`src/rtl/popcount_ctrl_pkg.sv`:
```
// Shared definitions for the popcount sequencer.
//   pc_state_e : controller states (IDLE, RUN, DRAIN, DONE)
//   WORD_W     : data word width fed to the popcount datapath
//   POPCNT_W   : width of a single-word popcount (0..64)
package popcount_ctrl_pkg;

  localparam int WORD_W   = 64;
  localparam int POPCNT_W = 7;

  typedef enum logic [1:0] {
    IDLE  = 2'd0,
    RUN   = 2'd1,
    DRAIN = 2'd2,
    DONE  = 2'd3
  } pc_state_e;

endpackage

```
`src/rtl/popcount_int64.sv`:
```
// Combinational population count datapath.
//   i_data  : input vector, WIDTH bits
//   o_count : number of set bits in i_data
// IMPL_TYPE 0 is a flat bit-serial adder chain; any other value sums
// per-byte counts, which gives a shallower adder tree.
module popcount_int64 #(
  parameter  int WIDTH     = 64,
  parameter  int IMPL_TYPE = 0,
  localparam int OUT_W     = $clog2(WIDTH + 1)
) (
  input  logic [WIDTH-1:0] i_data,
  output logic [OUT_W-1:0] o_count
);

  function automatic logic [3:0] pop8(input logic [7:0] b);
    logic [3:0] s;
    s = '0;
    for (int i = 0; i < 8; i++) begin
      s = s + {3'b000, b[i]};
    end
    return s;
  endfunction

  generate
    if (IMPL_TYPE == 0) begin : g_flat
      always_comb begin
        o_count = '0;
        for (int i = 0; i < WIDTH; i++) begin
          o_count = o_count + OUT_W'(i_data[i]);
        end
      end
    end else begin : g_bytes
      localparam int NB = (WIDTH + 7) / 8;
      localparam int PW = NB * 8;

      // Pad to a whole number of bytes; the pad bits are zero.
      logic [PW-1:0] w_padded;
      logic [3:0]    w_byte_cnt [NB];

      assign w_padded = PW'(i_data);

      for (genvar gi = 0; gi < NB; gi++) begin : g_byte
        assign w_byte_cnt[gi] = pop8(w_padded[gi*8 +: 8]);
      end

      always_comb begin
        o_count = '0;
        for (int i = 0; i < NB; i++) begin
          o_count = o_count + OUT_W'(w_byte_cnt[i]);
        end
      end
    end
  endgenerate

endmodule

```
`src/rtl/popcount_seq_ctrl.sv`:
```
// Multi-word popcount sequencer.
// Accepts a job (word count), streams 64-bit words through the popcount
// datapath, registers each word's count, accumulates them and presents
// the job total on a valid/ready result port.
//   clk, rst            : clock, asynchronous active-high reset
//   cmd_valid/ready/len : job command (len saturated to MAX_WORDS)
//   flush               : synchronous abort of the current job
//   data_valid/ready    : 64-bit data word stream
//   res_valid/ready     : job result, res_count = total set bits
//   busy                : high whenever not IDLE
// Every output is either a state decode or a register, so no valid
// input ever reaches a ready output combinationally.
module popcount_seq_ctrl
  import popcount_ctrl_pkg::*;
#(
  parameter int IMPL_TYPE = 0,
  parameter int MAX_WORDS = 256,
  parameter int LEN_W     = $clog2(MAX_WORDS + 1),
  parameter int CNT_W     = $clog2(MAX_WORDS * 64 + 1)
) (
  input  logic              clk,
  input  logic              rst,
  input  logic              cmd_valid,
  output logic              cmd_ready,
  input  logic [LEN_W-1:0]  cmd_len,
  input  logic              flush,
  input  logic              data_valid,
  output logic              data_ready,
  input  logic [WORD_W-1:0] data,
  output logic              res_valid,
  input  logic              res_ready,
  output logic [CNT_W-1:0]  res_count,
  output logic              busy
);

  pc_state_e               r_state;
  pc_state_e               w_state_next;
  logic [LEN_W-1:0]        r_remaining;
  logic [POPCNT_W-1:0]     r_stage_pc;
  logic                    r_stage_v;
  logic [CNT_W-1:0]        r_acc;

  logic [POPCNT_W-1:0]     w_pc;
  logic [LEN_W-1:0]        w_len_sat;
  logic                    w_cmd_hs;
  logic                    w_data_hs;

  popcount_int64 #(
    .WIDTH     (WORD_W),
    .IMPL_TYPE (IMPL_TYPE)
  ) u_popcount (
    .i_data  (data),
    .o_count (w_pc)
  );

  // flush blocks both handshakes; in IDLE this is what gives it priority
  // over a pending command.
  assign w_cmd_hs  = cmd_valid  & cmd_ready  & ~flush;
  assign w_data_hs = data_valid & data_ready & ~flush;
  assign w_len_sat = (cmd_len > LEN_W'(MAX_WORDS)) ? LEN_W'(MAX_WORDS) : cmd_len;

  // State register
  always_ff @(posedge clk or posedge rst) begin
    if (rst) begin
      r_state <= IDLE;
    end else begin
      r_state <= w_state_next;
    end
  end

  // Next-state logic
  always_comb begin
    w_state_next = r_state;
    if (flush) begin
      w_state_next = IDLE;
    end else begin
      case (r_state)
        IDLE:    if (cmd_valid) w_state_next = (cmd_len == '0) ? DONE : RUN;
        RUN:     if (data_valid && (r_remaining == LEN_W'(1))) w_state_next = DRAIN;
        DRAIN:   w_state_next = DONE;
        DONE:    if (res_ready) w_state_next = IDLE;
        default: w_state_next = IDLE;
      endcase
    end
  end

  // Output decode
  always_comb begin
    cmd_ready  = (r_state == IDLE);
    data_ready = (r_state == RUN);
    res_valid  = (r_state == DONE);
    busy       = (r_state != IDLE);
  end

  assign res_count = r_acc;

  // Down-counter, stage register and accumulator.
  // DRAIN exists so the staged count of the last word lands in r_acc
  // before the result is shown.
  always_ff @(posedge clk or posedge rst) begin
    if (rst) begin
      r_remaining <= '0;
      r_stage_pc  <= '0;
      r_stage_v   <= 1'b0;
      r_acc       <= '0;
    end else if (flush && (r_state != IDLE)) begin
      r_remaining <= '0;
      r_stage_v   <= 1'b0;
      r_acc       <= '0;
    end else begin
      r_stage_v <= w_data_hs;
      if (w_data_hs) begin
        r_stage_pc  <= w_pc;
        r_remaining <= r_remaining - LEN_W'(1);
      end
      if (w_cmd_hs) begin
        r_remaining <= w_len_sat;
        r_acc       <= '0;
      end else if (r_stage_v) begin
        r_acc <= r_acc + CNT_W'(r_stage_pc);
      end
    end
  end

endmodule

```
`config.mk`:
```
export PLATFORM = sky130hd
export DESIGN_NAME = popcount_seq_ctrl
export DESIGN_NICKNAME = d
export VERILOG_FILES = /design/src/rtl/popcount_ctrl_pkg.sv /design/src/rtl/popcount_int64.sv /design/src/rtl/popcount_seq_ctrl.sv
export SDC_FILE = /design/constraint.sdc
export NUM_CORES = 1
export LEC_CHECK = 0
export CAP_MARGIN = 20
export CORE_UTILIZATION = 45
export DETAILED_ROUTE_END_ITERATION = 7
export PLACE_DENSITY = 0.75
export SYNTH_ARGS = -nofsm -noshare
export SYNTH_HDL_FRONTEND = slang
export SYNTH_SLANG_ARGS = --single-unit
```
`constraint.sdc`:
```
create_clock -name clk -period 2.6 [get_ports clk]
set_input_delay 0.39 -clock clk [delete_from_list [all_inputs] [get_ports clk]]
set_output_delay 0.39 -clock clk [all_outputs]
set_load 0.005 [all_outputs]
```
# Word-level counts from Yosys, hierarchy flattened
# Index checks and enable logic that the tools add are counted.
# W data, S select, Z words.
# classes
bitwise	6
reduce_logical	9
muxes	14
eq_ne	7
n_addsub	65
n_lt_le_gt_ge	1
# ops
op	n
$add A7 B1 Y7	62
$mux W15	3
$mux W9	4
$add A15 B7 Y15	1
$mux W2	5
$eq A9 B1 Y1 const B	1
$gt A9 B9 Y1 const B	1
$logic_not A9 Y1	1
$ne A3 B2 Y1 const B	3
$sub A9 B1 Y9 const B	1
$pmux W2 S4	1
$reduce_bool A3 Y1	2
$and A1 B1 Y1	4
$eq A2 B2 Y1 const B	2
$reduce_and A3 Y1	1
$add A1 B1 Y2	1
$eq A2 B1 Y1 const B	1
$logic_and A1 B1 Y1	2
$logic_not A2 Y1	1
$not A1 Y1	2
$reduce_and A2 Y1	1
$reduce_bool A2 Y1	1
$mux W1	1
# totals
inputBits	79
register_bits	34
word_cells	107
output_inout_bits	19

# Logic depth before layout (Yosys ltp)
# logic_depth
word_depth	63
ltp_mapped	22
depth_no_buf	22

# Modules after synthesis
# From an unflattened synthesis, not the netlist that was laid out.
# unflattened
cells_unflattened	410
area_unflattened_um2	3881.2
# modules_own_cells
module	seq_area_each_um2	instances	area_each_um2	cells_per_inst
popcount_seq_ctrl	850.8	1	2152.1	238
popcount_int64	0.0	1	1729.2	172

# Worst setup path before layout
# OpenSTA, ideal clock, no wires.
# synth_path
path_type	input to register
from	input port data[0]
to	register r_stage_pc[6]
cell_stages	17
setup_ns	0.095
t_arrival_ns	5.793
n_path_buf	0
setup_slack_ns	-3.288
t_required_ns	2.505
cell_sequence	ha_1 -> inv_1 -> fa_1 -> fa_1 -> fa_1 -> fa_1 -> fa_1 -> fa_1 -> fa_1 -> fa_1 -> fa_1 -> fa_1 -> nor2b_1 -> o21ai_0 -> nand2b_1 -> a21oi_1 -> o31ai_1
# synth_between
elab_chain_len	63
# synth_rtl
element	line	source
from (decl)	popcount_seq_ctrl.sv:29	input logic [WORD_W-1:0] data,
$add A1 B1 Y2	popcount_int64.sv:29	o_count = o_count + OUT_W'(i_data[i]);
$add A7 B1 Y7 (62 in a row)	popcount_int64.sv:29	
to (signal assigned)	popcount_seq_ctrl.sv:113	r_stage_pc <= w_pc;
to (decl)	popcount_seq_ctrl.sv:39	logic [POPCNT_W-1:0] r_stage_pc;
# Every way passes these cells.
# A chain may end at the register's enable or synchronous reset.

# Worst setup path after layout
# layout_path
from	input port data[54]
to	register r_stage_pc[6]
# layout_between
elab_chain_len	10
# layout_rtl
element	line
$add A7 B1 Y7 (10 in a row)	popcount_int64.sv:29
# Every way passes these cells.

==> impl_summary.txt <==
----------------------------------------------------
[Worst setup path]
  Worst-path cell chain ... buf_6 -> fa_1 -> inv_2 -> fa_1 -> inv_2 -> fa_1 -> inv_2 -> fa_1 -> inv_2 -> fa_1 -> inv_1 -> fa_1 -> fa_1 -> fa_1 -> fa_2 -> fa_2 -> nor2b_1 -> o21ai_1 -> nand2b_1 -> a21oi_1 -> o31ai_1
  Start-to-end type of the worst setup path ... input pin to flip-flop
  Library cell contributing the largest single delay on the critical path ... sky130_fd_sc_hd__fa_1
  Crit Path Max Fanout ... 2
  Launch point of the worst reg-to-reg path ... res_count[0]$_DFFE_PP0P_
  Kind of cell with the highest combined delay on the critical path ... adder cells
  Data required time at the worst endpoint ... 2.79 ns
  Critical path arrival ... 5.92 ns
  Crit path buffers/inverters ... 6
  Largest incremental delay on the critical path ... 0.54 ns
  Logic depth of the worst register-to-register path ... 7
  Cell seen most often among critical-path stages ... sky130_fd_sc_hd__fa_1
  Total number of cells along the worst setup path ... 21
  CP Capture Type ... flip-flop
  Worst setup path start ... data[54]
  Kind of start point of the critical path ... input pin

[CTS]
  Largest buffer count on any clock path ... 2
  Number of buffers inserted for hold repair after clock tree synthesis ... 0
  TritonCTS clock tree ... yes
  Number of buffers added by the clock tree synthesis step ... 5
  Number of sinks driven by the clock tree ... 34
  H-tree depth ... 2
  Clock transition at the registers of the reported paths ... 0.07 ns
  Clock latency on the worst-skew pair ... 0.28 ns
  Root buffer selected by CTS ... sky130_fd_sc_hd__clkbuf_8

[STA]
  Maximum clock rate ... 0.1744 GHz
  Ratio of final minimum period to clock period ... 2.205
  Worst clock skew on the final layout ... 0.007154 ns
  Count of pins over their slew limit ... 0
  Final setup vio count ... 7
  Unrepaired setup endpoints after global routing ... yes
  Minimum clock period ... 5.734 ns
  Worst slew pin tran ... 0.6266 ns
  Total Neg Setup Slack ... -20.55 ns
  Fin. Hold Viols ... 0
  Slew headroom ... 0.5823
  Fin worst setup slack ... -3.134 ns
  Worst-case hold slack ... 0.4956 ns

[Logic synthesis]
  Post-synthesis register bit count ... 34
  Ys Warns ... 0
  Syn Std Cell Area ... 3729 um^2
  Average footprint of a synthesized cell ... 9.439 um^2
  Most instantiated flip-flop cell in the synthesis netlist ... sky130_fd_sc_hd__dfrtp_1
  Nets in the synthesized netlist ... 557
  Share of synthesized registers carrying an async set or reset ... 1.000
  Gate count after technology mapping ... 395
  Part of the Yosys area used for sequential elements ... 0.2282
  Synth cell types ... 44
  Number of enable-type register cells in the synthesized netlist ... 0

[Floorplanning]
  Die boundary width ... 93.03 um
  Die height ... 93.03 um
  Number of primary I/O pins ... 98
  Number of rows in the core area ... 32
  Core region area ... 7888 um^2
  Die area ... 8654 um^2
  Initial Utilization ... 0.4727

[Global route]
  Total global routing overflow ... 0
  Vias in the first global route ... 3075
  Global router's overall resource usage ... 0.1932
  Largest net degree at the start of global routing ... 35
  Wire length of the first global-routing pass ... 13.29 mm
  Initial antenna violation count ... 0

[Routing]
  DRC viols ... 0
  Number of nets with antenna violations after detailed routing ... 0
  Via count ... 2980
  Total Wirelength ... 7.900 mm
  Iteration count of the initial detailed-routing pass ... 4
  Drt via density ... 4.901
  DRC marker count from the first detailed-route iteration ... 47
  Routed length per placed instance ... 12.99 um

[Layout]
  Syn-to-layout area delta ... 33.86%
  Final Net Count ... 668
  Most frequent standard cell in the layout excluding fill and tap cells ... sky130_fd_sc_hd__inv_1
  Number of diodes added for antenna fixing ... 0
  Final Instance Count excl. Fillers ... 608
  Highest-count cells in the layout ignoring fill and taps ... 83 x sky130_fd_sc_hd__inv_1, 66 x sky130_fd_sc_hd__clkdlybuf4s50_1, 51 x sky130_fd_sc_hd__fa_1
  Ratio of cells with drive above 1 in the final layout ... 0.09289

[Placed design]
  Weighted congestion reported at the end of routability-driven placement ... 0.8154
  Number of port buffers ... 97
  Placed Instances ... 599
  Post-detail-place hpwl ... 6.731 mm

[Outcome]
  Violations in the final reports ... setup timing
  Outcome ... finished with violations

[Hold path]
  Worst min-delay path category ... input pin to asynchronous set/reset pin

[Run]
  Max-cap viol count ... 0

----------------------------------------------------
[stage by stage]
stage	util	setup WS (ns)	instance area, um^2
3_5_place_dp	0.6225	-3.818	4910
4_1_cts	0.6313	-3.169	4980
6_report	0.6328	-3.134	4991
2_1_floorplan	-	-3.102	3749
5_1_grt	0.6328	-3.354	4991
3_3_place_gp	0.6225	-3.707	4910
[cells in the mapped netlist, drive strengths merged, types with 4 or more instances]
cell | number | area share
inv | 91 | 0.092
nand3b | 4 | 0.0081
nor4 | 4 | 0.0067
a21oi | 12 | 0.016
a31oi | 6 | 0.010
nand4 | 4 | 0.0067
a211oi | 4 | 0.0081
nor2 | 32 | 0.032
nand2 | 17 | 0.017
clkbuf | 4 | 0.0040
dfrtp | 34 | 0.23
nand3 | 9 | 0.012
fa | 55 | 0.30
mux2i | 5 | 0.013
ha | 28 | 0.094
xor2 | 9 | 0.021
xnor2 | 4 | 0.0094
a21o | 5 | 0.010
o21ai | 25 | 0.034
nor3 | 7 | 0.0094
[worst paths after layout]
check,endpoint,slack (ns)
setup / recovery,r_stage_pc[6]$_DFFE_PP0P_,-3.13
hold / removal,res_count[9]$_DFFE_PP0P_,0.50
setup reg to reg,res_count[6]$_DFFE_PP0P_,0.35
hold reg to reg,r_stage_pc[4]$_DFFE_PP0P_,0.50
max in group asynchronous,r_remaining[6]$_DFFE_PP0P_,1.79
min in group clk,r_stage_pc[4]$_DFFE_PP0P_,0.50
[cells by family after synthesis]
family                     after synthesis  synth area share
AOI/OAI and AO/OA                       65            0.1064
xor gates and xnor gates                13           0.03054
adders and majority gates               83            0.3893
buffers and inverters                   98           0.09899
DFF                                     34            0.2282
muxes                                    7           0.01946
and+or+nand+nor                         95            0.1272
[tightest hold or removal path: cells and delay by family]
family                 cells  cell delay, ns
buffers and inverters      3            0.82
[sequential cells by signal (all words and copies together) (netlist names)]
signal / count
res_count: 15
r_remaining: 9
r_stage_pc: 7
r_state: 2
r_stage_v: 1
[timing repair]
action,CTS,global route
pin swaps,15,5
setup buffers,1,2
endpoints found under the setup margin,7,7
gates resized for setup,68,6
[metal layers]
| metal | wire length (um) | global-route usage |
|---|---|---|
| met1 | 3336 | 0.2448 |
| met2 | 4261 | 0.3511 |
| met3 | 244 | 0.03008 |
| met4 | 57 | 0.03462 |
| met5 | 0 | 0 |
[cell type report]
type	instances	area, um^2
fillers	689	2897
multi-input cells	263	2531
repair buffers	111	1027
flip-flops and latches	34	850.8
inverters	91	341.6
well taps	102	127.6
clock buffers	6	82.58
clock inverters	1	30.03
Power is not shown: default switching activity piles up to over one toggle a cycle in this logic, so the estimate is an artifact.
